===== src/rtl/scoreboard_mc.sv =====
// Multi-commit in-order issue scoreboard: allocate at tail, out-of-order write-back, in-order retire.
// Optional SB_WB_BYPASS_EN: same-cycle write-backs visible on commit and forwarding outputs.
module scoreboard_mc #(
    parameter int Depth         = 8,
    parameter int DataWidth     = 32,
    parameter int PayloadWidth  = 64,
    parameter int NrWbPorts     = 4,
    parameter int NrCommitPorts = 2,
    parameter int IdxW          = $clog2(Depth)
) (
    input  logic                                  clock,
    input  logic                                  reset,
    input  logic                                  flush,
    input  logic                                  in_valid,
    output logic                                  in_ready,
    input  logic [PayloadWidth-1:0]               in_payload,
    output logic [IdxW-1:0]                       in_idx,
    input  logic [NrWbPorts-1:0]                  wb_valid,
    input  logic [NrWbPorts*IdxW-1:0]             wb_idx,
    input  logic [NrWbPorts*DataWidth-1:0]        wb_data,
    output logic [NrCommitPorts-1:0]              commit_valid,
    output logic [NrCommitPorts*PayloadWidth-1:0] commit_payload,
    output logic [NrCommitPorts*DataWidth-1:0]    commit_data,
    input  logic [NrCommitPorts-1:0]              commit_ack,
    output logic [Depth-1:0]                      fwd_issued,
    output logic [Depth-1:0]                      fwd_done,
    output logic [Depth*DataWidth-1:0]            fwd_data,
    output logic [IdxW:0]                         count,
    output logic                                  full,
    output logic                                  empty
);

    logic [Depth-1:0]        issued_q, issued_d;
    logic [Depth-1:0]        done_q, done_d;
    logic [PayloadWidth-1:0] payload_q [Depth];
    logic [PayloadWidth-1:0] payload_d [Depth];
    logic [DataWidth-1:0]    data_q [Depth];
    logic [DataWidth-1:0]    data_d [Depth];
    logic [IdxW-1:0]         head_q, head_d;
    logic [IdxW-1:0]         tail_q, tail_d;
    logic [IdxW:0]           count_q, count_d;

    logic [Depth-1:0]         wb_hit;
    logic [DataWidth-1:0]     wb_val [Depth];
    logic [Depth-1:0]         eff_done;
    logic [DataWidth-1:0]     eff_data [Depth];
    logic [NrCommitPorts-1:0] cv;
    logic [NrCommitPorts-1:0] ret;
    logic [IdxW-1:0]          cidx [NrCommitPorts];
    logic [IdxW:0]            nret;
    logic                     do_issue;

    assign count    = count_q;
    assign full     = (count_q == (IdxW+1)'(Depth));
    assign empty    = (count_q == '0);
    assign in_ready = !full && !flush;
    assign in_idx   = tail_q;
    assign do_issue = in_valid && in_ready;

    assign commit_valid = cv;
    assign fwd_issued   = issued_q;
    assign fwd_done     = eff_done;

    // Ports are scanned low to high so the highest-numbered port wins.
    always_comb begin
        wb_hit = '0;
        for (int i = 0; i < Depth; i++) begin
            wb_val[i] = data_q[i];
            for (int p = 0; p < NrWbPorts; p++) begin
                if (wb_valid[p] && wb_idx[p*IdxW +: IdxW] == IdxW'(i)) begin
                    wb_hit[i] = issued_q[i];
                    wb_val[i] = wb_data[p*DataWidth +: DataWidth];
                end
            end
        end
    end

    always_comb begin
`ifdef SB_WB_BYPASS_EN
        eff_done = done_q | wb_hit;
        for (int i = 0; i < Depth; i++) begin
            eff_data[i] = wb_hit[i] ? wb_val[i] : data_q[i];
        end
`else
        eff_done = done_q;
        for (int i = 0; i < Depth; i++) begin
            eff_data[i] = data_q[i];
        end
`endif
        fwd_data = '0;
        for (int i = 0; i < Depth; i++) begin
            fwd_data[i*DataWidth +: DataWidth] = eff_data[i];
        end
    end

    // Retirement is a contiguous prefix starting at head.
    always_comb begin
        logic vprev;
        logic rprev;
        vprev          = 1'b1;
        rprev          = 1'b1;
        cv             = '0;
        ret            = '0;
        nret           = '0;
        commit_payload = '0;
        commit_data    = '0;
        for (int k = 0; k < NrCommitPorts; k++) begin
            cidx[k] = head_q + IdxW'(k);
            cv[k]   = vprev && issued_q[cidx[k]] && eff_done[cidx[k]];
            vprev   = cv[k];
            ret[k]  = rprev && cv[k] && commit_ack[k];
            rprev   = ret[k];
            if (ret[k]) begin
                nret = nret + (IdxW+1)'(1);
            end
            commit_payload[k*PayloadWidth +: PayloadWidth] = payload_q[cidx[k]];
            commit_data[k*DataWidth +: DataWidth]          = eff_data[cidx[k]];
        end
    end

    always_comb begin
        issued_d  = issued_q;
        done_d    = done_q;
        payload_d = payload_q;
        data_d    = data_q;
        head_d    = head_q;
        tail_d    = tail_q;
        count_d   = count_q;
        if (flush) begin
            issued_d = '0;
            done_d   = '0;
            head_d   = '0;
            tail_d   = '0;
            count_d  = '0;
        end else begin
            if (do_issue) begin
                issued_d[tail_q]  = 1'b1;
                done_d[tail_q]    = 1'b0;
                payload_d[tail_q] = in_payload;
                tail_d            = tail_q + IdxW'(1);
            end
            for (int i = 0; i < Depth; i++) begin
                if (wb_hit[i]) begin
                    done_d[i] = 1'b1;
                    data_d[i] = wb_val[i];
                end
            end
            // Retire after write-back so a retiring entry always ends cleared.
            for (int k = 0; k < NrCommitPorts; k++) begin
                if (ret[k]) begin
                    issued_d[cidx[k]] = 1'b0;
                    done_d[cidx[k]]   = 1'b0;
                end
            end
            head_d  = head_q + nret[IdxW-1:0];
            count_d = count_q + (IdxW+1)'(do_issue) - nret;
        end
    end

    always_ff @(posedge clock or posedge reset) begin
        if (reset) begin
            issued_q <= '0;
            done_q   <= '0;
            head_q   <= '0;
            tail_q   <= '0;
            count_q  <= '0;
        end else begin
            issued_q <= issued_d;
            done_q   <= done_d;
            head_q   <= head_d;
            tail_q   <= tail_d;
            count_q  <= count_d;
        end
    end

    always_ff @(posedge clock) begin
        payload_q <= payload_d;
        data_q    <= data_d;
    end

endmodule


===== config.mk =====
export PLATFORM = sky130hd
export DESIGN_NAME = scoreboard_mc
export DESIGN_NICKNAME = d
export VERILOG_FILES = /design/src/rtl/scoreboard_mc.sv
export SDC_FILE = /design/constraint.sdc
export NUM_CORES = 2
export LEC_CHECK = 0
export CAP_MARGIN = 5
export CORE_UTILIZATION = 30
export DETAILED_ROUTE_END_ITERATION = 10
export MAX_ROUTING_LAYER = met4
export PLACE_DENSITY = 0.48
export REMOVE_ABC_BUFFERS = 1
export SYNTH_ARGS = -nofsm -noshare
export SYNTH_HDL_FRONTEND = slang
export SYNTH_SLANG_ARGS = --single-unit

===== constraint.sdc =====
create_clock -name clock -period 11.9 [get_ports clock]
set_clock_uncertainty 0.2 [all_clocks]
set_input_delay 1.785 -clock clock [delete_from_list [all_inputs] [get_ports clock]]
set_output_delay 1.785 -clock clock [all_outputs]
set_load 0.02 [all_outputs]

Yosys cells after proc, flatten, opt, wreduce, memory -nomap -nowiden
Cells that the tools add are included.
{"block": "word_totals", "reg_bits": 794, "in_bits": 214, "out_inout_bits": 476, "elab_cells": 274}
{"block": "op_classes", "addsub": 6, "magnitude_cmp": 10, "n_eq_ne": 29, "muxes": 126, "bitwise": 13, "n_reduce_logical": 69}
{"cell": "32-bit two-way mux", "n": 36}
{"cell": "512-bit bitwise mux", "n": 1}
{"cell": "64-bit binary-select mux with 3-bit select", "n": 2}
{"cell": "64-bit two-way mux", "n": 5}
{"cell": "32-bit binary-select mux with 3-bit select", "n": 2}
{"cell": "64-bit demux with 3-bit select", "n": 1}
{"cell": "8-bit two-way mux", "n": 11}
{"cell": "1-bit two-way mux", "n": 56}
{"cell": "3-bit == test (second input constant)", "n": 16}
{"cell": "1-bit logical AND", "n": 44}
{"cell": "8-bit AND", "n": 5}
{"cell": "4-bit nonzero test", "n": 8}
{"cell": "3-bit by 2-bit == test with 1-bit output (second input constant)", "n": 8}
{"cell": "8-bit inverter", "n": 3}
{"cell": "3-bit AND reduction", "n": 8}
{"cell": "1-bit binary-select mux with 3-bit select", "n": 4}
{"cell": "3-bit by 1-bit == test with 1-bit output (second input constant)", "n": 4}
{"cell": "4-bit greater-or-equal comparator (second input constant)", "n": 3}
{"cell": "3-bit zero test", "n": 4}
{"cell": "3-bit by 4-bit < comparator with 1-bit output (second input constant)", "n": 3}
{"cell": "3-bit inverter with 4-bit output", "n": 3}
{"cell": "1-bit demux with 3-bit select", "n": 3}
{"cell": "3-bit by 1-bit greater-or-equal comparator with 1-bit output (second input constant)", "n": 3}
{"cell": "3-bit two-way mux", "n": 3}
{"cell": "14 further kinds", "n": 17}

Depth between registers and ports, before layout
{"block": "logic_depth", "word_depth": 15, "mapped_depth": 14, "ltp_nobuf": 12}

Worst setup path before layout
OpenSTA, ideal clock, no wires.
{"block": "synth_path", "kind": "input port to flip-flop", "start": "input port flush", "end": "register issued_q[4] (netlist: fwd_issued[4])", "arrival_time_ps": 7288, "t_required_ps": 11604, "slack_ps": 4316, "stages": 4, "path_buffers": 0, "cell_sequence": "or3b_2 > nor3_1 > o21ai_0 > a21oi_1"}
{"block": "synth_between", "elab_chain_len": 11}
{"item": "start: declaration", "line": "13", "text": "input logic flush,"}
{"item": "1-bit zero test", "line": "56", "text": "assign in_ready = !full && !flush;"}
{"item": "1-bit logical AND", "line": "56"}
{"item": "1-bit logical AND", "line": "58", "text": "assign do_issue = in_valid && in_ready;"}
{"item": "8-bit two-way mux", "line": "136", "text": "if (do_issue) begin"}
{"item": "8-bit two-way mux", "line": "129", "text": "if (flush) begin"}
{"item": "8-bit AND (no line)"}
{"item": "8-bit two-way mux", "line": "150", "text": "if (ret[k]) begin"}
{"item": "8-bit two-way mux", "line": "129"}
{"item": "8-bit AND (no line)"}
{"item": "8-bit two-way mux", "line": "150"}
{"item": "8-bit two-way mux (*)", "line": "129"}
{"item": "named net issued_d[4]", "line": "33", "text": "logic [Depth-1:0] issued_q, issued_d;"}
{"item": "end signal: assignment", "line": "168", "text": "issued_q <= issued_d;"}
{"item": "end: declaration", "line": "33"}
Mark *: on every way through the listed nets, which the timed path passes. The rest lies on a longest branch. The select of a mux whose other input is x is not followed.
A chain may end at the register's enable or synchronous reset.

Worst setup path after layout
{"block": "layout_path", "start": "register head_q[2]", "end": "output port commit_payload[85]"}
{"block": "layout_between", "elab_chain_len": 5}
{"item": "start: declaration", "line": "39", "text": "logic [IdxW-1:0] head_q, head_d;"}
{"item": "start signal: assignment", "line": "164", "text": "head_q <= '0;"}
{"item": "start signal: assignment", "line": "170", "text": "head_q <= head_d;"}
{"item": "3-bit by 1-bit adder with 3-bit output", "line": "108", "text": "cidx[k] = head_q + IdxW'(k);"}
{"item": "3-bit inverter with 4-bit output (implied by the code)", "line": "116", "text": "commit_payload[k*PayloadWidth +: PayloadWidth] = payload_q[cidx[k]];"}
{"item": "64-bit binary-select mux with 3-bit select", "line": "116"}
{"item": "64-bit two-way mux (implied by the code) (2 in series)", "line": "116"}
{"item": "end: declaration", "line": "22", "text": "output logic [NrCommitPorts*PayloadWidth-1:0] commit_payload,"}
Every way passes these cells. The select of a mux whose other input is x is not followed.

==> metrics.cfg <==
[die]
fp.dieArea_sq_um = 149000
core_area_sq_um = 145900
rows = 140
start_util = 0.3032
fp.dieH_um = 386.0
ios = 690
die_w_um = 386.0

[yosys]
netlist_area_sq_um = 44240
ys_warn_count = 0
syn_avg_cell_area_sq_um = 11.42
synthCells = 3873
synth-edff-count = 768
synth_area_leaders = edfxtp_1 (52%), mux2i_1 (12%), a22oi_1 (6.5%)
synth_common_cells = edfxtp_1 (768), mux2i_1 (545), a22oi_1 (385)
synth_cell_types = 63
synth_most_common_cell = edfxtp_1
synth_top_area_frac = 0.5213
yosysSeqAreaShare = 0.5360
async_flop_share = 0.03275
synth_largest_area_cell = edfxtp_1
synth_ff_type = edfxtp_1
ys_seq_elements = 794

[cts]
cts_buffer_depth = 3
numCtsBuffers = 96
clk_pin_slew_worst_paths_ps = 50
clock_latency_ps = 720
tritoncts = yes
ctsHoldBuffers = 0
cts.repair.resized = 0
h-tree-depth = 3
clockRootBuffer = clkbuf_16
postCtsSetupBuffers = 0
clock_sinks = 794

[final_layout]
multi_input_area_sq_um = 18660
area_growth_pct = 25.59
drive_gt1_frac = 0.06188
layout.cells.non_filler = 6303
layout.area.seq_sq_um = 23720
nFillCells = 14075
post-route-util = 0.3808
fin_nets = 4494

[critical_path]
cp.required_ps = 9920
cp-start-kind = flop
crit_path_frequent_cell = buf_4
crit_type = reg2out
worst_ep_arrival_time_ps = 5710
timing.rr.end = count[2]
cp_slowest_cell = nor2_4
crit_chain = buf_4 -> xnor2_4 -> nor2_4 -> buf_4 -> a22oi_1 -> nand4_1 -> clkdlybuf4s50_1
r2r_cells = 12
cp_top_family = buffers and inverters
crit_fanout = 45
rrSetupSlack_ps = 6570
endpoint_kind = output port
r2r-start = head_q[1]
timing.critical_path.buf_inv = 3
slowest_delay_ps = 870

[timing]
setup_viol = 0
holdWs_ps = 467.2
tightest_slew_ps = 1227
period_needed_ps = 7692
hold_viol_final = 0
period_share = 0.6463
maxSlewViolCount = 0
slew_headroom = 0.1787
fmax_ghz = 0.1300
rsz0062_at_grt = no

[drt]
route.detailed.drc = 0
firstDrtPassIters = 8
drt-total-wl_mm = 204.8
num_vias = 37013
wl_per_cell_um = 32.49
drtIter0Drc = 3756
final_antenna_net_count = 0
viasPerCell = 5.872

[global_route]
grt_overflow = 0
grt_max_degree = 90
antenna_found_initial = 42
grt_pass1_wl_mm = 281.3
grt_use_total = 0.2732
grt_pass1_vias = 35980

[min_path]
holdPathEnd = fwd_issued[2]
hold_class = reg2reg
hp-start = fwd_issued[2]
holdPathStages = 2

[outcome]
status = finished, final reports clean

[pwr]
ir_drop_uv = 103.6
p_leak_nw = 18.81
finalPower_mw = 6.919
powerDensity_nw_per_um2 = 124.5

[placement]
hpwl_mm = 123.1
dp.cells = 6086
routabilityCongestion = 0.8540
numPortBuffers = 689

[job]
drv_cap = 0

report_power, final:
part           switching, mW  internal (mW)  leakage, nW
Clock                   1.24           1.66         1.47
Combinational          0.469          0.345         10.1
Sequential            0.0400           3.16         7.28
Total                   1.75           5.16         18.8
kinds of logic after synthesis:
group | after synthesis | synth area share
xor+xnor | 7 | 0.002235
flops | 794 | 0.5360
mux | 549 | 0.1254
buf+inv | 499 | 0.04865
fa+ha+maj | 13 | 0.004016
compound gates | 1235 | 0.2034
simple gates | 776 | 0.08030
metrics by stage:
step | cell area (sq um) | setup slack, ps | TNS (ps)
5_1_grt | 55550 | 4127 | 0
6_report | 55560 | 4208 | 0
3_3_place_gp | 52410 | 5001 | 0
3_5_place_dp | 52410 | 4961 | 0
2_1_floorplan | 42170 | -8170 | -1332010
4_1_cts | 55460 | 4219 | 0
sequential cells by signal, summed over array words and instances (netlist names):
register and count:
payload_q 512, fwd_data 256, fwd_done 8, fwd_issued 8, count 4, head_q 3, in_idx 3
layer usage:
metal,track usage,part of all wire
met1,0.3442,0.41
met2,0.4246,0.46
met3,0.07228,0.095
met4,0.08798,0.030
met5,-,0
placed cells by master, fill, tap and decap left out, drive strengths merged, types with 4 or more instances in the layout:
| cell type | instances |
|---|---|
| nor4bb | 8 |
| ha | 11 |
| clkdlybuf4s50 | 689 |
| nand4 | 102 |
| a221o | 84 |
| nor3b | 4 |
| diode | 39 |
| and3 | 6 |
| inv | 19 |
| nor4b | 4 |
| bufinv | 7 |
| clkinvlp | 4 |
| nand2 | 194 |
| dfrtp | 26 |
| a211oi | 264 |
| a41oi | 5 |
| o21ai | 186 |
| clkinv | 49 |
| mux2i | 545 |
| nor3 | 15 |
| a21oi | 24 |
| edfxtp | 768 |
| mux4 | 4 |
| a21o | 258 |
| buf | 85 |
| nand4b | 13 |
| o221ai | 12 |
| nand3 | 21 |
| nand2b | 6 |
| clkbuf | 120 |
| xor2 | 4 |
| nor2 | 372 |
| and2 | 4 |
| nor2b | 8 |
| a22oi | 385 |
layout make-up:
cell class                      count  share of cell area
Sequential cell                   794              0.4270
Clock inverter                     58            0.009346
Timing Repair Buffer              774              0.1358
Clock buffer                      120             0.04563
Inverter                           21            0.001486
Tap cell                         1917             0.04317
Multi-Input combinational cell   2580              0.3358
Antenna cell                       39            0.001757
worst min-delay path, stage by stage (launching register included):
cell	delay, ps
dfrtp_1	450
nor2_1	130
a211oi_1	50
worst max-delay path by stage:
stage / slack, ps / to / cells after the start / startpoint
6_report: 4210 / commit_payload[85] / 7 / head_q[2]
5_1_grt: 4130 / commit_payload[85] / 7 / head_q[0]
4_1_cts: 4220 / commit_payload[85] / 7 / head_q[0]
3_5_place_dp: 4960 / commit_payload[85] / 7 / head_q[0]
3_3_place_gp: 5000 / commit_payload[85] / 7 / head_q[0]
2_1_floorplan: -8170 / commit_data[0] / 4 / head_q[0]
Power figures use the tool's default switching activity.
